### config.mk
export PLATFORM = sky130hd
export DESIGN_NAME = toy_lsu_issue_arb_flat
export DESIGN_NICKNAME = d
export VERILOG_FILES = /design/src/rtl/toy_lsu_issue_arb_if.sv /design/src/rtl/toy_lsu_issue_arb.sv /design/src/flat_wrapper.sv
export SDC_FILE = /design/constraint.sdc
export NUM_CORES = 1
export LEC_CHECK = 0
export BUFFER_PORTS_ARGS = -buffer_cell sky130_fd_sc_hd__buf_2
export CAP_MARGIN = 20
export CORE_MARGIN = 8
export CORE_UTILIZATION = 48
export CTS_BUF_LIST = sky130_fd_sc_hd__clkbuf_2
export DETAILED_ROUTE_END_ITERATION = 7
export GPL_TIMING_DRIVEN = 0
export PLACE_DENSITY = 0.83
export SLEW_MARGIN = 20
export SYNTH_ARGS = -nofsm -noshare
export SYNTH_HDL_FRONTEND = slang
export SYNTH_SLANG_ARGS = --single-unit
### constraint.sdc
create_clock -name clk -period 2.1 [get_ports clk]
set_input_delay 0.105 -clock clk [delete_from_list [all_inputs] [get_ports clk]]
set_output_delay 0.105 -clock clk [all_outputs]
set_load 0.03 [all_outputs]
### src/rtl/toy_lsu_issue_arb_if.sv
// Purpose: AGU-side request bundle plus registered issue bundle toward the LSU fanout.
// Latency: none (wires only).
// Backpressure: s_rdy per AGU toward the requesters, m_rdy from the fanout.
interface toy_lsu_issue_arb_if #(
    parameter int NUM_REQ = 2
);
    localparam int IDX_W = $clog2(NUM_REQ);

    // mem_req_opcode is carried untouched; the fanout decides load vs store.
    typedef struct packed {
        logic        mem_req_opcode;
        logic [3:0]  tag;
        logic [31:0] addr;
    } agu_pkg_t;

    logic [NUM_REQ-1:0]   s_vld;
    logic [NUM_REQ-1:0]   s_rdy;
    agu_pkg_t [NUM_REQ-1:0] s_pld;
    logic                 flush;
    logic                 m_vld;
    logic                 m_rdy;
    agu_pkg_t             m_pld;
    logic [IDX_W-1:0]     m_src;

    modport master (
        output s_vld, s_pld, flush, m_rdy,
        input  s_rdy, m_vld, m_pld, m_src
    );

    modport slave (
        input  s_vld, s_pld, flush, m_rdy,
        output s_rdy, m_vld, m_pld, m_src
    );
endinterface

### src/rtl/toy_lsu_issue_arb.sv
// Purpose: shares the single LSU fanout issue slot between NUM_REQ AGU pipes (round-robin + starvation override).
// Latency: an accept at edge N presents m_vld/m_pld/m_src in cycle N+1; one issue per cycle while m_rdy stays high.
// Backpressure: s_rdy only when the output entry is empty or draining and no flush; m_* are register outputs only.
module toy_lsu_issue_arb #(
    parameter int NUM_REQ    = 2,
    parameter int STARVE_LIM = 8,
    parameter int CNT_W      = 16
) (
    input  logic               clk,
    input  logic               rst,
    toy_lsu_issue_arb_if.slave bus,
    output logic [CNT_W-1:0]   stall_cnt
);
    localparam int IDX_W = $clog2(NUM_REQ);
    localparam logic [3:0] LIM = 4'(STARVE_LIM);

    logic [IDX_W-1:0]     rr_ptr;
    logic [3:0]           wait_cnt [NUM_REQ];
    logic [2*NUM_REQ-1:0] vld_dbl;
    logic [NUM_REQ-1:0]   rot_vld;
    logic [IDX_W:0]       rr_sum;
    logic [IDX_W-1:0]     win;
    logic                 found;
    logic [NUM_REQ-1:0]   gnt;
    logic [NUM_REQ-1:0]   rdy;
    logic                 load_en;
    logic                 accept;

    // Winner selection: a starved requester (lowest index) beats round-robin order from rr_ptr.
    always_comb begin
        found   = 1'b0;
        win     = '0;
        rr_sum  = '0;
        // Rotating a doubled copy puts requester rr_ptr at bit 0, so the search needs no wrap logic.
        vld_dbl = {bus.s_vld, bus.s_vld} >> rr_ptr;
        rot_vld = vld_dbl[NUM_REQ-1:0];
        for (int i = 0; i < NUM_REQ; i++) begin
            if (!found && bus.s_vld[i] && (wait_cnt[i] == LIM)) begin
                found = 1'b1;
                win   = IDX_W'(i);
            end
        end
        for (int k = 0; k < NUM_REQ; k++) begin
            if (!found && rot_vld[k]) begin
                found  = 1'b1;
                rr_sum = {1'b0, rr_ptr} + (IDX_W+1)'(k);
                if (rr_sum >= (IDX_W+1)'(NUM_REQ)) begin
                    rr_sum = rr_sum - (IDX_W+1)'(NUM_REQ);
                end
                win = rr_sum[IDX_W-1:0];
            end
        end
    end

    // Accept gating: the slot can load when empty or draining this cycle, never during a flush.
    always_comb begin
        load_en = (~bus.m_vld | bus.m_rdy) & ~bus.flush;
        gnt     = '0;
        for (int i = 0; i < NUM_REQ; i++) begin
            gnt[i] = found && (win == IDX_W'(i));
        end
        rdy    = rst ? '0 : (gnt & {NUM_REQ{load_en}});
        accept = |(bus.s_vld & rdy);
    end

    assign bus.s_rdy = rdy;

    // Output entry and round-robin pointer: load on accept, drop on flush or plain drain, else hold.
    always_ff @(posedge clk) begin
        if (rst) begin
            bus.m_vld <= 1'b0;
            bus.m_pld <= '0;
            bus.m_src <= '0;
            rr_ptr    <= '0;
        end else if (bus.flush) begin
            bus.m_vld <= 1'b0;
        end else if (accept) begin
            bus.m_vld <= 1'b1;
            bus.m_src <= win;
            for (int i = 0; i < NUM_REQ; i++) begin
                if (win == IDX_W'(i)) begin
                    bus.m_pld <= bus.s_pld[i];
                end
            end
            // Pointer moves past the winner even when it won by starvation override.
            if (win == IDX_W'(NUM_REQ-1)) begin
                rr_ptr <= '0;
            end else begin
                rr_ptr <= win + 1'b1;
            end
        end else if (bus.m_vld && bus.m_rdy) begin
            bus.m_vld <= 1'b0;
        end
    end

    // Per-requester lost-arbitration counters; frozen while the slot is blocked.
    always_ff @(posedge clk) begin
        for (int i = 0; i < NUM_REQ; i++) begin
            if (rst) begin
                wait_cnt[i] <= '0;
            end else if (!bus.s_vld[i] || (gnt[i] && load_en) || bus.flush) begin
                wait_cnt[i] <= '0;
            end else if (load_en && !gnt[i] && (wait_cnt[i] != LIM)) begin
                wait_cnt[i] <= wait_cnt[i] + 4'd1;
            end
        end
    end

    // Downstream stall counter: saturates at all-ones, counts flush cycles too.
    always_ff @(posedge clk) begin
        if (rst) begin
            stall_cnt <= '0;
        end else if (bus.m_vld && !bus.m_rdy && (stall_cnt != {CNT_W{1'b1}})) begin
            stall_cnt <= stall_cnt + 1'b1;
        end
    end

endmodule

### src/flat_wrapper.sv
// flat-port wrapper written by rule: the top's interface ports become plain ports
module toy_lsu_issue_arb_flat 
#(
    parameter int NUM_REQ    = 2,
    parameter int STARVE_LIM = 8,
    parameter int CNT_W      = 16
)
  (clk, rst, stall_cnt, bus_s_vld, bus_s_pld, bus_flush, bus_m_rdy, bus_s_rdy, bus_m_vld, bus_m_pld, bus_m_src);
  toy_lsu_issue_arb_if #(.NUM_REQ(NUM_REQ)) bus_i ();
  input  logic clk;
  input  logic rst;
  output logic [CNT_W-1:0] stall_cnt;
  input wire logic [$bits(bus_i.s_vld)-1:0] bus_s_vld;
  input wire logic [$bits(bus_i.s_pld)-1:0] bus_s_pld;
  input wire logic [$bits(bus_i.flush)-1:0] bus_flush;
  input wire logic [$bits(bus_i.m_rdy)-1:0] bus_m_rdy;
  output wire logic [$bits(bus_i.s_rdy)-1:0] bus_s_rdy;
  output wire logic [$bits(bus_i.m_vld)-1:0] bus_m_vld;
  output wire logic [$bits(bus_i.m_pld)-1:0] bus_m_pld;
  output wire logic [$bits(bus_i.m_src)-1:0] bus_m_src;
  assign bus_i.s_vld = bus_s_vld;
  assign bus_i.s_pld = bus_s_pld;
  assign bus_i.flush = bus_flush;
  assign bus_i.m_rdy = bus_m_rdy;
  assign bus_s_rdy = bus_i.s_rdy;
  assign bus_m_vld = bus_i.m_vld;
  assign bus_m_pld = bus_i.m_pld;
  assign bus_m_src = bus_i.m_src;
  toy_lsu_issue_arb #(.NUM_REQ(NUM_REQ), .STARVE_LIM(STARVE_LIM), .CNT_W(CNT_W)) u_core (.clk(clk), .rst(rst), .bus(bus_i), .stall_cnt(stall_cnt));
endmodule
# Word level (Yosys, flattened, before mapping)
# Memory sizes are Yosys's and may differ from the RTL's.
# Index checks and enable logic that the tools add are counted.
# word_totals
input_bits	80
wordCells	100
reg_bits	56
ram_bits	8
mem_count	1
output_inout_bits	57
# op_classes
reduce_logical	32
shifts	1
n_lt_le_gt_ge	2
add_sub_neg	7
bitwise	11
n_mux	34
n_eq_ne	5
# mem_list
memory	words	word_bits	read_ports	rd_ports_with_merged_regs	wr	line	source
u_core.wait_cnt	2	4	2	0	2	toy_lsu_issue_arb.sv:18	logic [3:0] wait_cnt [NUM_REQ];
# op_table
cell	n
$mux W37	1
$mux W1	28
$add A16 B1 Y16 const B	1
$logic_and A1 B1 Y1	16
$mux W4	4
$ne A16 B16 Y1 const B	1
$add A4 B1 Y4 const B	2
$eq A4 B4 Y1 const B	2
$logic_not A1 Y1	8
$ne A4 B4 Y1 const B	2
$or A1 B1 Y1	5
$and A2 B2 Y2	2
$logic_or A1 B1 Y1	4
$reduce_or A2 Y1	2
$shr A4 B1 Y2	1
$not A1 Y1	3
$add A1 B1 Y2 const B	1
$ge A1 B2 Y1 const B	1
$ge A2 B2 Y1 const B	1
$mux W2	1
$reduce_and A2 Y1	1
$reduce_bool A2 Y1	1
$sub A1 B1 Y1 const B	2
$add A1 B1 Y1 const B	1
$and A1 B1 Y1	1

# Depth between registers and ports, before layout
# An unclocked memory read counts as a cell.
# depth
word_depth	24
mapped_depth	9
depth_no_buf	7

# Worst setup path before layout
# Ideal clock, no wire load.
# synth_path
kind	reg2reg
start	reg u_core.stall_cnt[0]
end	reg u_core.stall_cnt[14]
stages_incl_launch_ff	6
arrival_ps	1874
synth_period_minus_slack_ps	1944
setup_time_ps	71
slack_ps	156
path_buffers	0
t_required_ps	2029
path_cell_list	dfxtp_1 ha_1 nand4b_1 a2111o_1 or4_1 a21oi_1
# synth_via
elab_chain_cells	2
elab_cells_between_ends	3
classes_between	add/sub: 1; eq/ne: 1; reduce/logical: 1
# synth_rtl
element	line	source
start: declaration	toy_lsu_issue_arb.sv:12	output logic [CNT_W-1:0] stall_cnt
start signal: assignment	toy_lsu_issue_arb.sv:114	stall_cnt <= stall_cnt + 1'b1;
branches (longest 2 deep; another with $add A16 B1 Y16)	-	
# Several ways; the timed one is not identified.
# A chain may end at the register's enable or synchronous reset.

==> results.toml <==
[timing]
max_freq_mhz = 473
skew_ns = 0.0210
slew_violations = 0
max_slew_margin_pct = 56.5
post-route-min-period_ns = 2.11
whs_ns = 0.0913
final_hold_viol_count = 0
fin_ws_ns = -0.0123
rsz0062_at_grt = "yes"
post-route-period-util_pct = 101
setup_violations = 1
fin_setup_tns_ns = -0.0123
tightestPinTransition_ns = 0.644

[final_layout]
utilization_pct = 80.4
drive_above_1_share_pct = 36.1
nets = 603
area_growth_pct = 64.3

[run_status]
violations = "setup timing"
status = "complete, but fails checks"

[synth]
ys_seq_elements = 64
yosys.area.top_type = "dfxtp_1"
ys_warn_count = 0
syn-num-nets = 367
synth.most_common_cell = "dfxtp_1"
syn_area_sq_um = 2850
synth_ff_type = "dfxtp_1"
synth_common_cells = "56 x dfxtp_1, 38 x and2_1, 37 x a221o_1"
synth_area_per_cell_sq_um = 10.1
yosys-top-cells-area = "dfxtp_1 39%, a221o_1 13%, edfxtp_1 8.4%, and2_1 8.3%, nor2_1 2.6%"
synthCells = 282
synth.distinct_cells = 49
ys_seq_area_share_pct = 47.8
synth_top_area_share_pct = 39.4
synth_edf_count = 8
ys_async_sr_fraction_pct = 0

[pwr]
power_leakage_nw = 2.18
irDropWorstVdd_mv = 0.362
p_per_area_nw_per_um2 = 566
total_power_w = 0.00265

[clock_tree]
clk_pin_slew_ns = 0.18
clkSinkCount = 64
cts-root-buf = "clkbuf_2"
cts_made_buffers = 9
cts_max_level = 3
clockBufferDepth = 2
clkLatencyLatePin_ns = 0.52
cts_tree = "yes"

[die]
chipHeight_um = 93.0
die_area_sq_um = 8650
core_sq_um = 5820
io_pins = 137
rows = 28
die_width_um = 93.0
start_util_pct = 49.0

[routing]
wl_per_cell_um = 21.0
via_count = 3508
first_iter_violations = 254
wl_mm = 12.6
ant_nets = 0
drc = 0
viasPerCell = 5.86
dr.pass1.iters = 5

[job]
maxCapViolCount = 0

[place]
portBuffers = 136
dp_slack_ns = -0.0615
place_congestion = 0.820
dpl.hpwl_mm = 6.57

[global_route]
grt_pass1_vias = 3678
grt_max_degree = 11
antenna_found_initial = 1
grt.total_usage_pct = 28.4
grt_pass1_wl_mm = 19.1
gr-total-overflow = 0

[setup_path]
path_class = "flip-flop to output port"
required_ns = 2.00
cp-start-kind = "flip-flop"
endpoint_kind = "output port"
cp.arrival_ns = 2.01
path_max_fanout = 3

[hold_path]
hp-class = "input pin to flip-flop"
-- cells by family (layout without fill, tap and decap cells) --
kind of cell	count (synthesis)	in the layout	share of synthesized area, %
adder cells (fa/ha/maj)	5	5	2.20
multiplexers	4	4	1.49
other	0	1	0
AO/OA/AOI/OAI	68	68	20.5
AND/OR/NAND/NOR	113	113	23.0
flip-flops	64	64	47.8
buffers and inverters	23	264	3.47
XOR/XNOR	5	5	1.54
-- where the power goes --
part	total, W	switching, W	internal [W]
Clock	0.000754	0.000460	0.000293
Combinational	0.000559	0.000294	0.000265
Sequential	0.00134	0.0000411	0.00129
-- final timing paths --
path,slack (ns),cells after the start,endpoint,startpoint
max reg2reg,0.05,9,u_core.bus.m_pld[24]$_SDFFE_PP0P_,u_core.wait_cnt[1][0]$_SDFFCE_PN0P_
max,-0.01,8,bus_s_rdy[0],u_core.wait_cnt[1][0]$_SDFFCE_PN0P_
min reg2reg,0.55,2,u_core.stall_cnt[7]$_SDFFE_PP0P_,u_core.stall_cnt[7]$_SDFFE_PP0P_
min,0.09,4,u_core.stall_cnt[2]$_SDFFE_PP0P_,bus_m_rdy
-- state kept, by name, indices dropped and copies added (netlist names) --
| signal | flops |
|---|---|
| u_core.rr_ptr | 1 |
| u_core.bus.m_src | 1 |
| u_core.bus.m_pld | 37 |
| u_core.bus.m_vld | 1 |
| u_core.stall_cnt | 16 |
| u_core.wait_cnt | 8 |
-- metal layers --
layer	wire (um)	GRT usage, %	vias to the layer above
li1	-	-	1544
met1	4510	29.8	1638
met2	6200	48.1	265
met3	1260	9.86	61
met4	617	17.0	0
met5	0	0	-
-- layout make-up --
cell class                 instances  area (sq um)
clock inverter                     3          42.5
clock buffer                      13          65.1
timing repair buffer             225          1560
buffer                            14          93.8
inverter                           9          33.8
antenna                            1          2.50
multi-input combinational        195          1420
fill                             344          1140
sequential                        64          1360
tap                               75          93.8
-- critical path, stage by stage, from the launching register on --
cell and delay (ns):
edfxtp_1 0.41, inv_2 0.06, ha_4 0.14, and3b_2 0.22, o211ai_1 0.21, nand2_1 0.14, inv_2 0.10, buf_8 0.10
buf_6 0.12
-- cells in the final DEF, fill, tap and decap left out, types with 2 or more instances in the layout --
cell / n
o21ai_0: 4
o211ai_1: 2
ha_1: 4
o31ai_1: 3
nor4_1: 3
nand2_1: 13
xor2_1: 3
nor2b_1: 2
inv_2: 3
inv_1: 6
clkbuf_2: 14
mux2_2: 2
buf_4: 11
xnor2_1: 2
nor2_1: 20
clkbuf_1: 5
nand3_1: 7
buf_2: 137
nand4_1: 4
a221o_1: 37
buf_6: 3
dfxtp_1: 56
nand4b_1: 2
mux2i_1: 2
a21oi_1: 9
o41ai_1: 3
dlygate4sd3_1: 80
and2_1: 38
or4_1: 5
edfxtp_1: 8
nor3_1: 4
-- stage by stage --
step	instances	cell area, sq um
final	599	4680
after global routing	599	4680
after CTS	595	4610
after detailed placement	493	3620
after global placement	493	3620
after floorplan	282	2850
-- timing repair --
item,4_1_cts,5_1_grt
hold buffers,80,0
setup buffers,6,3
setup endpoints to repair,22,37
hold endpoints to repair,42,0
gates resized for setup,14,15
pin swaps,4,3
gates cloned,0,0
Power figures use the tool's default switching activity.
